## config.mk

```make
export PLATFORM = sky130hd
export DESIGN_NAME = cjb_risc_hmmiop_cu_v
export DESIGN_NICKNAME = d
export VERILOG_FILES = /design/src/rtl/cjb_risc_hmmiop_cu_v.sv
export SDC_FILE = /design/constraint.sdc
export NUM_CORES = 1
export LEC_CHECK = 0
export ABC_AREA = 0
export CORE_MARGIN = 2
export CORE_UTILIZATION = 34
export DETAILED_ROUTE_END_ITERATION = 7
export PLACE_DENSITY_LB_ADDON = 0.08
export REMOVE_ABC_BUFFERS = 1
export SETUP_SLACK_MARGIN = 0.2
export SLEW_MARGIN = 10
export SYNTH_ARGS = -nofsm -noshare
export SYNTH_HDL_FRONTEND = slang
export SYNTH_SLANG_ARGS = --single-unit
export TNS_END_PERCENT = 20
```

## constraint.sdc

```tcl
create_clock -name Clock -period 1.4 [get_ports Clock]
set_input_delay 0.14 -clock Clock [delete_from_list [all_inputs] [get_ports Clock]]
set_output_delay 0.14 -clock Clock [all_outputs]
set_load 0.03 [all_outputs]
```

## src/rtl/cjb_risc_hmmiop_cu_v.sv

```systemverilog
// Control unit for the 8-bit Harvard RISC with memory-mapped I/O-Ps.
// Moore FSM sequencing fetch/decode/execute; strobes decode from state and IW.
module cjb_risc_hmmiop_cu_v (
  input  logic       Clock,
  input  logic       Reset,
  input  logic [7:0] IW,
  input  logic [3:0] SR_CNVZ,
  output logic       RST_PC,
  output logic       LD_PC,
  output logic       CNT_PC,
  output logic       LD_IR,
  output logic       LD_R0,
  output logic       LD_R1,
  output logic       LD_R2,
  output logic       LD_R3,
  output logic       LD_SR,
  output logic       LD_MABR,
  output logic       LD_MAXR,
  output logic       LD_MAR,
  output logic       RW,
  output logic       LD_IPDR,
  output logic       LD_OPDR,
  output logic       push,
  output logic       pop,
  output logic       ipstksel,
  output logic [1:0] IB0_SEL,
  output logic [1:0] IB1_SEL,
  output logic [1:0] IB2_SEL,
  output logic [3:0] ALU_FS,
  output logic       Halted
);

  typedef enum logic [2:0] {
    S_RST, S_FETCH, S_DECODE, S_EXEC, S_EXEC2, S_MEM1, S_MEM2, S_HALT
  } state_t;

  state_t     r_state;
  state_t     w_next;
  logic [3:0] w_op;
  logic [1:0] w_ra;
  logic [1:0] w_rb;
  logic       w_br_taken;
  logic [3:0] w_ld_r;

  assign w_op       = IW[7:4];
  assign w_ra       = IW[3:2];
  assign w_rb       = IW[1:0];
  assign w_br_taken = |(SR_CNVZ & IW[3:0]);

  assign LD_R0 = w_ld_r[0];
  assign LD_R1 = w_ld_r[1];
  assign LD_R2 = w_ld_r[2];
  assign LD_R3 = w_ld_r[3];

  always_ff @(posedge Clock or negedge Reset) begin
    if (!Reset) r_state <= S_RST;
    else        r_state <= w_next;
  end

  always_comb begin
    w_next   = r_state;
    RST_PC   = 1'b0;
    LD_PC    = 1'b0;
    CNT_PC   = 1'b0;
    LD_IR    = 1'b0;
    w_ld_r   = '0;
    LD_SR    = 1'b0;
    LD_MABR  = 1'b0;
    LD_MAXR  = 1'b0;
    LD_MAR   = 1'b0;
    RW       = 1'b0;
    LD_IPDR  = 1'b0;
    LD_OPDR  = 1'b0;
    push     = 1'b0;
    pop      = 1'b0;
    ipstksel = 1'b0;
    IB0_SEL  = '0;
    IB1_SEL  = '0;
    IB2_SEL  = '0;
    ALU_FS   = '0;
    Halted   = 1'b0;
    case (r_state)
      S_RST: begin
        RST_PC = 1'b1;
        w_next = S_FETCH;
      end
      S_FETCH: begin
        LD_IR  = 1'b1;
        CNT_PC = 1'b1;
        w_next = S_DECODE;
      end
      S_DECODE: begin
        case (w_op)
          4'h1, 4'h2, 4'hC, 4'hD: begin
            // Offset byte is consumed even for a not-taken branch; the MABR/MAXR loads are harmless.
            CNT_PC  = 1'b1;
            LD_MABR = 1'b1;
            LD_MAXR = 1'b1;
            IB0_SEL = w_rb;
            IB2_SEL = 2'b00;
            w_next  = (w_op == 4'hC && !w_br_taken) ? S_FETCH : S_MEM1;
          end
          4'hF:    w_next = S_HALT;
          default: w_next = S_EXEC;
        endcase
      end
      S_EXEC: begin
        w_next = S_FETCH;
        case (w_op) inside
          4'h3: begin
            IB0_SEL = w_rb;
            IB2_SEL = 2'b00;
            w_ld_r  = 4'b0001 << w_ra;
          end
          [4'h4:4'hB]: begin
            ALU_FS  = w_op;
            IB0_SEL = w_ra;
            IB1_SEL = w_rb;
            IB2_SEL = 2'b01;
            w_ld_r  = 4'b0001 << w_ra;
            LD_SR   = 1'b1;
          end
          4'hE: begin
            case (w_ra)
              2'b00: begin
                IB0_SEL = w_rb;
                IB2_SEL = 2'b00;
                push    = 1'b1;
              end
              2'b01: begin
                ipstksel = 1'b1;
                IB2_SEL  = 2'b11;
                pop      = 1'b1;
                w_ld_r   = 4'b0001 << w_rb;
              end
              2'b10: begin
                LD_IPDR = 1'b1;
                w_next  = S_EXEC2;
              end
              default: begin
                IB0_SEL = w_rb;
                IB2_SEL = 2'b00;
                LD_OPDR = 1'b1;
              end
            endcase
          end
          default: ;
        endcase
      end
      S_EXEC2: begin
        ipstksel = 1'b0;
        IB2_SEL  = 2'b11;
        w_ld_r   = 4'b0001 << w_rb;
        w_next   = S_FETCH;
      end
      S_MEM1: begin
        LD_MAR = 1'b1;
        w_next = S_MEM2;
      end
      S_MEM2: begin
        case (w_op)
          4'h1: begin
            IB2_SEL = 2'b10;
            w_ld_r  = 4'b0001 << w_ra;
          end
          4'h2: begin
            IB0_SEL = w_ra;
            IB2_SEL = 2'b00;
            RW      = 1'b1;
          end
          4'hC, 4'hD: LD_PC = 1'b1;
          default: ;
        endcase
        w_next = S_FETCH;
      end
      S_HALT: Halted = 1'b1;
      default: w_next = S_RST;
    endcase
  end

endmodule

```

-- Word-level counts from Yosys, hierarchy flattened
Cells that the tools add are included.
- register bits: 3
- bits of input ports: 14
- output and inout bits: 29
- logic and storage cells: 100
- magnitude comparators: 2
- equal/unequal tests: 16
- shift-type cells: 2
- mux-type cells: 66
- bitwise logic cells: 1
- reduce and logical (&&, ||, !) cells: 12
- operators by type and width (kind ; count):
    $mux 1 ; 33
    $mux 4 ; 8
    $mux 2 ; 14
    $eq 4x4->1 const B ; 4
    $mux 3 ; 5
    $pmux 3 s5 ; 1
    $eq 3x3->1 const B ; 4
    $pmux 2 s3 ; 2
    $pmux 4 s3 ; 1
    $eq 4x2->1 const B ; 2
    $reduce_or 4->1 ; 2
    $shl 1x2->4 const A ; 2
    $eq 3x2->1 const B ; 2
    $pmux 3 s2 ; 1
    $reduce_or 3->1 ; 2
    $reduce_bool 5->1 ; 1
    $and 4x4->4 ; 1
    $eq 4x1->1 const B ; 1
    $ge 4x3->1 const B ; 1
    $le 4x4->1 const B ; 1
    $reduce_or 2->1 ; 2
    $eq 3x1->1 const B ; 1
    $logic_not 3->1 ; 1
    $eq 2x1->1 const B ; 1
    other kinds (5) ; 6

-- Logic depth before layout (Yosys ltp)
Gate-level depths: netlist of the first run.
- depth after elaboration: 7
- gate-level depth with buffers: 6

-- Least setup slack after synthesis of the first run
OpenSTA, ideal clock, no wires.
- path kind: input to output
- from: in IW[6]
- to: out LD_R0
- arrival: 1.706 ns
- required time: 1.260 ns
- slack: -0.446 ns
- stages on the path: 5
- path buffers: 0
- cell sequence: inv_1 > ha_1 > and4bb_2 > a31oi_1 > o31ai_1
- cells in the longest elaborated chain, start to end: 5
- elaborated cells on any way between the ends: 11
- those cells by class: order compare: 2; eq/ne: 3; mux: 5; reduce/logical: 1
- ends and longest elaborated chain (element ; RTL line ; text):
    start: declaration ; 6 ; input logic [7:0] IW,
    $ge 4x3->1 (no line), or another cell as far along ; -- ;
    $logic_and 1x1->1 (no line) / $mux 4 (equally long branches) ; -- ;
    $mux 4 (2 in a row) ; 109 ; case (w_op) inside
    $pmux 4 s3 * ; 82 ; case (r_state)
    end: declaration ; 12 ; output logic LD_R0,
Every way passes the cells marked *; elsewhere a longest branch is shown, timed or not.

-- Final worst setup path of the first run
- from: reg r_state[2]
- to: out IB0_SEL[0]
- cells in the longest elaborated chain, start to end: 2
- elaborated cells on any way between the ends: 4
- those cells by class: eq/ne: 3; mux: 1
- ends and longest elaborated chain (element ; RTL line ; text):
    start: declaration ; 37 ; state_t r_state;
    start signal: assignment ; 57 ; else r_state <= w_next;
    $eq 3x3->1 / $eq 3x2->1 (equally long branches) ; 82 ;
    $pmux 2 s3 * ; 82 ;
    end: declaration ; 26 ; output logic [1:0] IB0_SEL,
Marked as above.

==> results of run 1 <==
power by group:
group          switching [mW]  total, mW  internal (mW)  leakage (nW)
Clock                  0.0432      0.150          0.107        0.0150
Combinational           0.965       1.92          0.950         0.732
Sequential             0.0789      0.213          0.134        0.0351
kinds of logic (layout without fill, tap and decap cells):
logic type      count (synthesis)  after routing  synth area share [%]
fa+ha+maj                       9              9                 15.38
simple gates                   44             44                 39.49
flops                           3              3                 10.26
compound gates                 22             22                 22.22
xor+xnor                        1              1                 1.197
buf+inv                        14             96                 11.45
layer usage:
layer  up-vias  share of wire [%]  GRT usage, %
li1        494                  -             -
met1       475                 40         26.09
met2        45                 53         41.23
met3         6                5.8         2.083
met4         0                1.5         8.559
met5         -                  0             0
critical path, delay by kind of cell (launching register included):
family                 cells  cell delay [ns]
AND/OR/NAND/NOR            3             0.62
flip-flops                 1             0.43
buffers and inverters      2             0.28
AO/OA/AOI/OAI              1             0.16
per-stage QoR:
stage / TNS, ns / cells / util [%]
after detailed placement: -15.51 / 189 / 65.75
after global placement: -14.70 / 189 / 65.75
final: -8.422 / 202 / 78.69
after global routing: -9.972 / 202 / 78.69
after floorplan: -3.811 / 86 / -
after CTS: -7.478 / 201 / 76.75
area by class of cell:
cell class              instances  share of cell area, %
clock buffers                   4                  1.668
inverters                       7                  1.668
multi-input cells              76                  42.41
flip-flops and latches          3                  4.845
well taps                      27                  2.145
repair buffers                 85                  47.26
cells in the final DEF, fill, tap and decap left out, types with 3 or more instances in the layout:
cell / n
buf_6: 22
and2_1: 6
buf_4: 50
and3_1: 4
nand2_1: 5
clkbuf_4: 3
inv_1: 5
a22o_1: 3
clkdlybuf4s50_1: 8
dlygate4sd2_1: 3
nor3_2: 3
ha_1: 6
or2_1: 3
timing repair:
item,CTS,global route
endpoints found under the setup margin,32,32
setup buffers,8,1
gates resized for setup,60,11
pin swaps,14,5
worst max-delay path by stage:
stage                       endpoint  slack (ns)  cells past startpoint
after floorplan                LD_R0       -0.45                      5
after global placement         LD_R1       -0.91                      8
final                     IB0_SEL[0]       -0.46                      6
after detailed placement       LD_R1       -0.94                      8
after global routing      IB0_SEL[0]       -0.55                      6
after CTS                 IB0_SEL[0]       -0.41                      6
==> flow_metrics.py, run 1 <==
metrics = {
    "sta": {
        "final-hold-violation-count": 0,
        "fmax_ghz": 0.5376,
        "post-route-period-util_pct": 132.9,
        "drv_slew": 0,
        "maxSlewHeadroom_pct": 71.69,
        "fin_crit_ns": 1.860,
        "tightestPinTransition_ns": 0.4181,
        "setup_ws_ns": -0.4601,
        "skew_ns": 0.000006717,
        "setup_viol": 28,
        "hold-worst-slack_ns": 0.09251,
        "rsz0062_at_grt": "true",
    },
    "synth": {
        "async_flop_share_pct": 100.0,
        "yosysSeqAreaShare_pct": 10.26,
        "postSynthAreaPerCell_um2": 7.870,
        "yosys_warnings": 0,
        "synth_area_um2": 732.0,
        "synth_commonest_cells": "ha_1 (9), and2_1 (7), inv_1 (7)",
        "yosys-top-cells-area": "ha_1 (15%), dfrtp_1 (10%), and2_1 (6.0%), and3_1 (4.3%), buf_4 (4.1%)",
        "synth_most_common_cell": "ha_1",
        "synth_top_area_share_pct": 15.38,
        "synthFlopType": "dfrtp_1",
        "synth_seq_cells": 3,
        "synth_top_area_cell": "ha_1",
        "synth_edf_count": 0,
        "ys_types": 39,
        "synthCells": 93,
    },
    "global_routing": {
        "grt_usage_pct": 22.26,
        "grt_overflow_total": 0,
        "first_global_vias": 1046,
        "grt_max_degree": 10,
        "grt_pass1_wl_um": 4429,
        "grt_antenna_before_repair": 0,
    },
    "critical_path": {
        "worstReg2RegStart": "r_state[1]$_DFFE_PN0P_",
        "worstSetupPathType": "register to primary output",
        "r2r-end": "r_state[1]$_DFFE_PN0P_",
        "crit_slowest_cell": "dfrtp_1",
        "start_kind": "register",
        "cp_cell_sequence": "nand3b_1 -> buf_6 -> nor3b_4 -> or2_1 -> a22o_1 -> buf_6",
        "reg2regPathDepth": 5,
        "cp-end-kind": "primary output",
        "worstPathRequired_ns": 1.26,
        "crit_fanout": 4,
        "crit_start": "r_state[2]$_DFFE_PN0P_",
        "cp.arrival_ns": 1.72,
        "cpMostUsedCell": "buf_6",
        "crit_path_max_incr_delay_ns": 0.43,
        "rrSetupSlack_ns": -0.08,
    },
    "finish": {
        "area_growth_pct": 115.2,
        "regMostFlops": "r_state",
        "largest_reg_flops": 3,
        "insertedDiodeCount": 0,
        "final_nets": 199,
        "seq_area_um2": 76.32,
        "fin_area_um2": 1575,
        "drive_gt1_share_pct": 58.86,
        "nFillCells": 146,
        "top_regs": "r_state x3",
        "multi_input_area_um2": 668.1,
    },
    "cts": {
        "hold_buffers": 0,
        "clkLatencyLatePin_ns": 0.22,
        "clockRootBuffer": "clkbuf_4",
        "cts_tree": "yes",
        "cts_buffers": 3,
        "cts.reportedPaths.clkPinSlew_ns": 0.04,
        "cts.sinks": 3,
        "cts_max_path_buffers": 2,
        "htree_num_levels": 1,
    },
    "power": {
        "total_power_mw": 2.278,
        "ir_worst_vdd_uv": 1194,
        "p_leak_nw": 0.7825,
        "power.density_nw_per_um2": 1446,
    },
    "routing": {
        "drtIter0Drc": 21,
        "routed_wl_um": 2928,
        "vias_per_cell": 5.050,
        "vias": 1020,
        "drc": 0,
        "wl_per_cell_um": 14.50,
        "ant_nets": 0,
        "drtPass1Iterations": 4,
    },
    "place": {
        "dpl_cell_area_um2": 1316,
        "place_hpwl_um": 1888,
        "port_buffers": 42,
        "dp_slack_ns": -0.9416,
        "gp_congestion": 0.8267,
    },
    "status": {
        "violations": "setup timing",
        "status": "complete, but fails checks",
    },
    "die": {
        "dieHeight_um": 50.40,
        "pin_count": 43,
        "fp.dieW_um": 50.40,
        "die_area_um2": 2540,
        "start_util_pct": 36.56,
        "row_count": 16,
        "coreArea_um2": 2002,
    },
    "hold_path": {
        "min-delay-path-class": "input port to asynchronous set/reset pin",
    },
    "run": {
        "max-cap-violations": 0,
    },
}
Note: power is estimated with default switching activity, not from simulation.
==> run 2, diff against run 1 <==
CORE_ASPECT_RATIO = 1.1   (was default)
==> run 2 against run 1 <==
Net effect: the flow still finishes with violations (setup timing); global-route usage rose by 2.1 points; count of clock-buffer cells in the layout stayed put; flip-flop and latch count stayed put; power grew 5.2%; non-clock buffer count rose by 7; cell count grew 4.0%; worst hold slack got worse by 0.0086 ns; clock skew increased by 0.0041 ns; clock power is 4% higher; fmax rose by 0.90%; via count increased by 8.5%; worst setup slack better by 0.017 ns.
==> flow_metrics.py, run 2 (same netlist as run 1, synthesis figures left out) <==
metrics = {
    "status": {
        "status": "complete, but fails checks",
        "violations": "setup timing",
    },
    "finish": {
        "fin_cells": 210,
        "layout_commonest_cell": "buf_4",
        "top_regs": "r_state x3",
        "seq_area_um2": 76.32,
        "largest_reg_flops": 3,
        "drive_gt1_share_pct": 63.19,
        "fin_area_um2": 1704,
        "insertedDiodeCount": 0,
        "final_cell_mix": "buf_4 (44), buf_6 (35), clkdlybuf4s50_1 (8)",
        "nFillCells": 115,
        "multi_input_area_um2": 699.4,
        "fin_util_pct": 84.33,
        "area_growth_pct": 132.8,
        "regMostFlops": "r_state",
        "final_nets": 206,
    },
    "routing": {
        "vias_per_cell": 5.271,
        "drtIter0Drc": 15,
        "wl_per_cell_um": 16.45,
        "drtPass1Iterations": 4,
        "ant_nets": 0,
        "drc": 0,
        "routed_wl_um": 3454,
        "vias": 1107,
    },
    "place": {
        "dp_slack_ns": -0.9390,
        "gp_congestion": 0.8177,
        "dpl_cell_area_um2": 1345,
        "dpl.cell_count": 194,
        "port_buffers": 42,
        "place_hpwl_um": 2070,
    },
    "global_routing": {
        "grt_usage_pct": 24.41,
        "grt_max_degree": 9,
        "grt_pass1_wl_um": 4388,
        "grt_overflow_total": 0,
        "grt_antenna_before_repair": 0,
        "first_global_vias": 1023,
    },
    "cts": {
        "clockRootBuffer": "clkbuf_4",
        "cts_tree": "yes",
        "cts.reportedPaths.clkPinSlew_ns": 0.04,
        "htree_num_levels": 1,
        "clkLatencyLatePin_ns": 0.24,
        "hold_buffers": 0,
        "cts.sinks": 3,
        "cts_buffers": 3,
        "cts_max_path_buffers": 2,
    },
    "critical_path": {
        "start_kind": "register",
        "r2r-end": "r_state[2]$_DFFE_PN0P_",
        "cp.arrival_ns": 1.70,
        "crit_fanout": 7,
        "cp-end-kind": "primary output",
        "worstSetupPathType": "register to primary output",
        "rrSetupSlack_ns": -0.18,
        "worstPathRequired_ns": 1.26,
        "reg2regPathDepth": 6,
        "worstReg2RegStart": "r_state[1]$_DFFE_PN0P_",
    },
    "power": {
        "internal_power_mw": 1.251,
        "p_seq_share_pct": 8.2,
        "p_clk_share_pct": 6.5,
        "power.switching_mw": 1.147,
        "switching_share_pct": 47.84,
        "ir_worst_vdd_uv": 1127,
        "combPwrFrac_pct": 85.3,
        "power.density_nw_per_um2": 1407,
        "p_leak_nw": 0.8320,
    },
    "sta": {
        "fmax_ghz": 0.5425,
        "post-route-period-util_pct": 131.7,
        "skew_ns": 0.004137,
        "fin_setup_tns_ns": -9.441,
        "setup_viol": 30,
        "setup_ws_ns": -0.4435,
        "drv_slew": 0,
        "rsz0062_at_grt": "true",
        "final-hold-violation-count": 0,
        "fin_crit_ns": 1.843,
        "tightestPinTransition_ns": 0.3943,
        "maxSlewHeadroom_pct": 73.38,
    },
    "die": {
        "row_count": 17,
        "pin_count": 43,
        "coreArea_um2": 2021,
        "fp.dieW_um": 48.24,
        "start_util_pct": 36.22,
        "die_area_um2": 2541,
        "dieHeight_um": 52.67,
    },
    "run": {
        "max-cap-violations": 0,
    },
    "hold_path": {
        "min-delay-path-class": "input port to asynchronous set/reset pin",
    },
}
run 2: changes by cell type in the layout (fill, tap and decap cells not counted), sizes merged:
cell,delta
buf,+8
clkdlybuf4s15,-1
run 2: cell type report:
| type | instances | share of cell area (%) |
|---|---|---|
| clock buffers | 4 | 1.542 |
| inverters | 7 | 1.542 |
| multi-input cells | 76 | 41.04 |
| flip-flops and latches | 3 | 4.479 |
| well taps | 28 | 2.056 |
| repair buffers | 92 | 49.34 |
run 2: worst max path at each step:
stage	startpoint	endpoint	slack [ns]	cells past startpoint
5_1_grt	r_state[0]$_DFFE_PN0P_	IB0_SEL[0]	-0.50	6
6_report	r_state[2]$_DFFE_PN0P_	LD_R0	-0.44	6
3_3_place_gp	IW[7]	LD_R1	-0.89	8
4_1_cts	r_state[1]$_DFFE_PN0P_	LD_R0	-0.41	6
3_5_place_dp	IW[7]	LD_R1	-0.94	8
2_1_floorplan	IW[6]	LD_R0	-0.45	5
run 2: power by group through the flow:
stage                     sequential, mW  combinational (mW)  clock [mW]
after floorplan                    0.202               0.728           0
after global placement             0.171                1.43           0
after detailed placement           0.167                1.45           0
after CTS                          0.171                1.78       0.158
after global routing               0.199                2.15       0.159
final                              0.197                2.04       0.156
run 2: timing repair:
action / in CTS / in global routing
setup buffers: 9 / 3
setup endpoints to repair: 32 / 32
resized for setup: 66 / 20
pin swaps: 16 / 3
run 2: worst max-delay path, cell delays in order (launching register included):
cell	delay, ns
dfrtp_1	0.43
buf_6	0.14
and3b_2	0.33
o2bb2ai_1	0.20
nand2_1	0.09
o31ai_1	0.07
buf_4	0.20
run 2: layer usage:
layer	share of wire (%)	vias up	global-route usage [%]	wire (um)
met5	0	-	0	0
met4	2.5	0	9.459	85
met3	5.5	10	5.172	189
met2	57	49	46.27	1956
met1	35	535	23.98	1223
li1	-	513	-	-
run 2: metrics by stage:
step	power [mW]	hold slack (ns)
6_report	2.398	0.08391
3_3_place_gp	1.606	0.3262
3_5_place_dp	1.620	0.3326
5_1_grt	2.510	0.1029
4_1_cts	2.112	0.08185
2_1_floorplan	0.9297	-0.1556
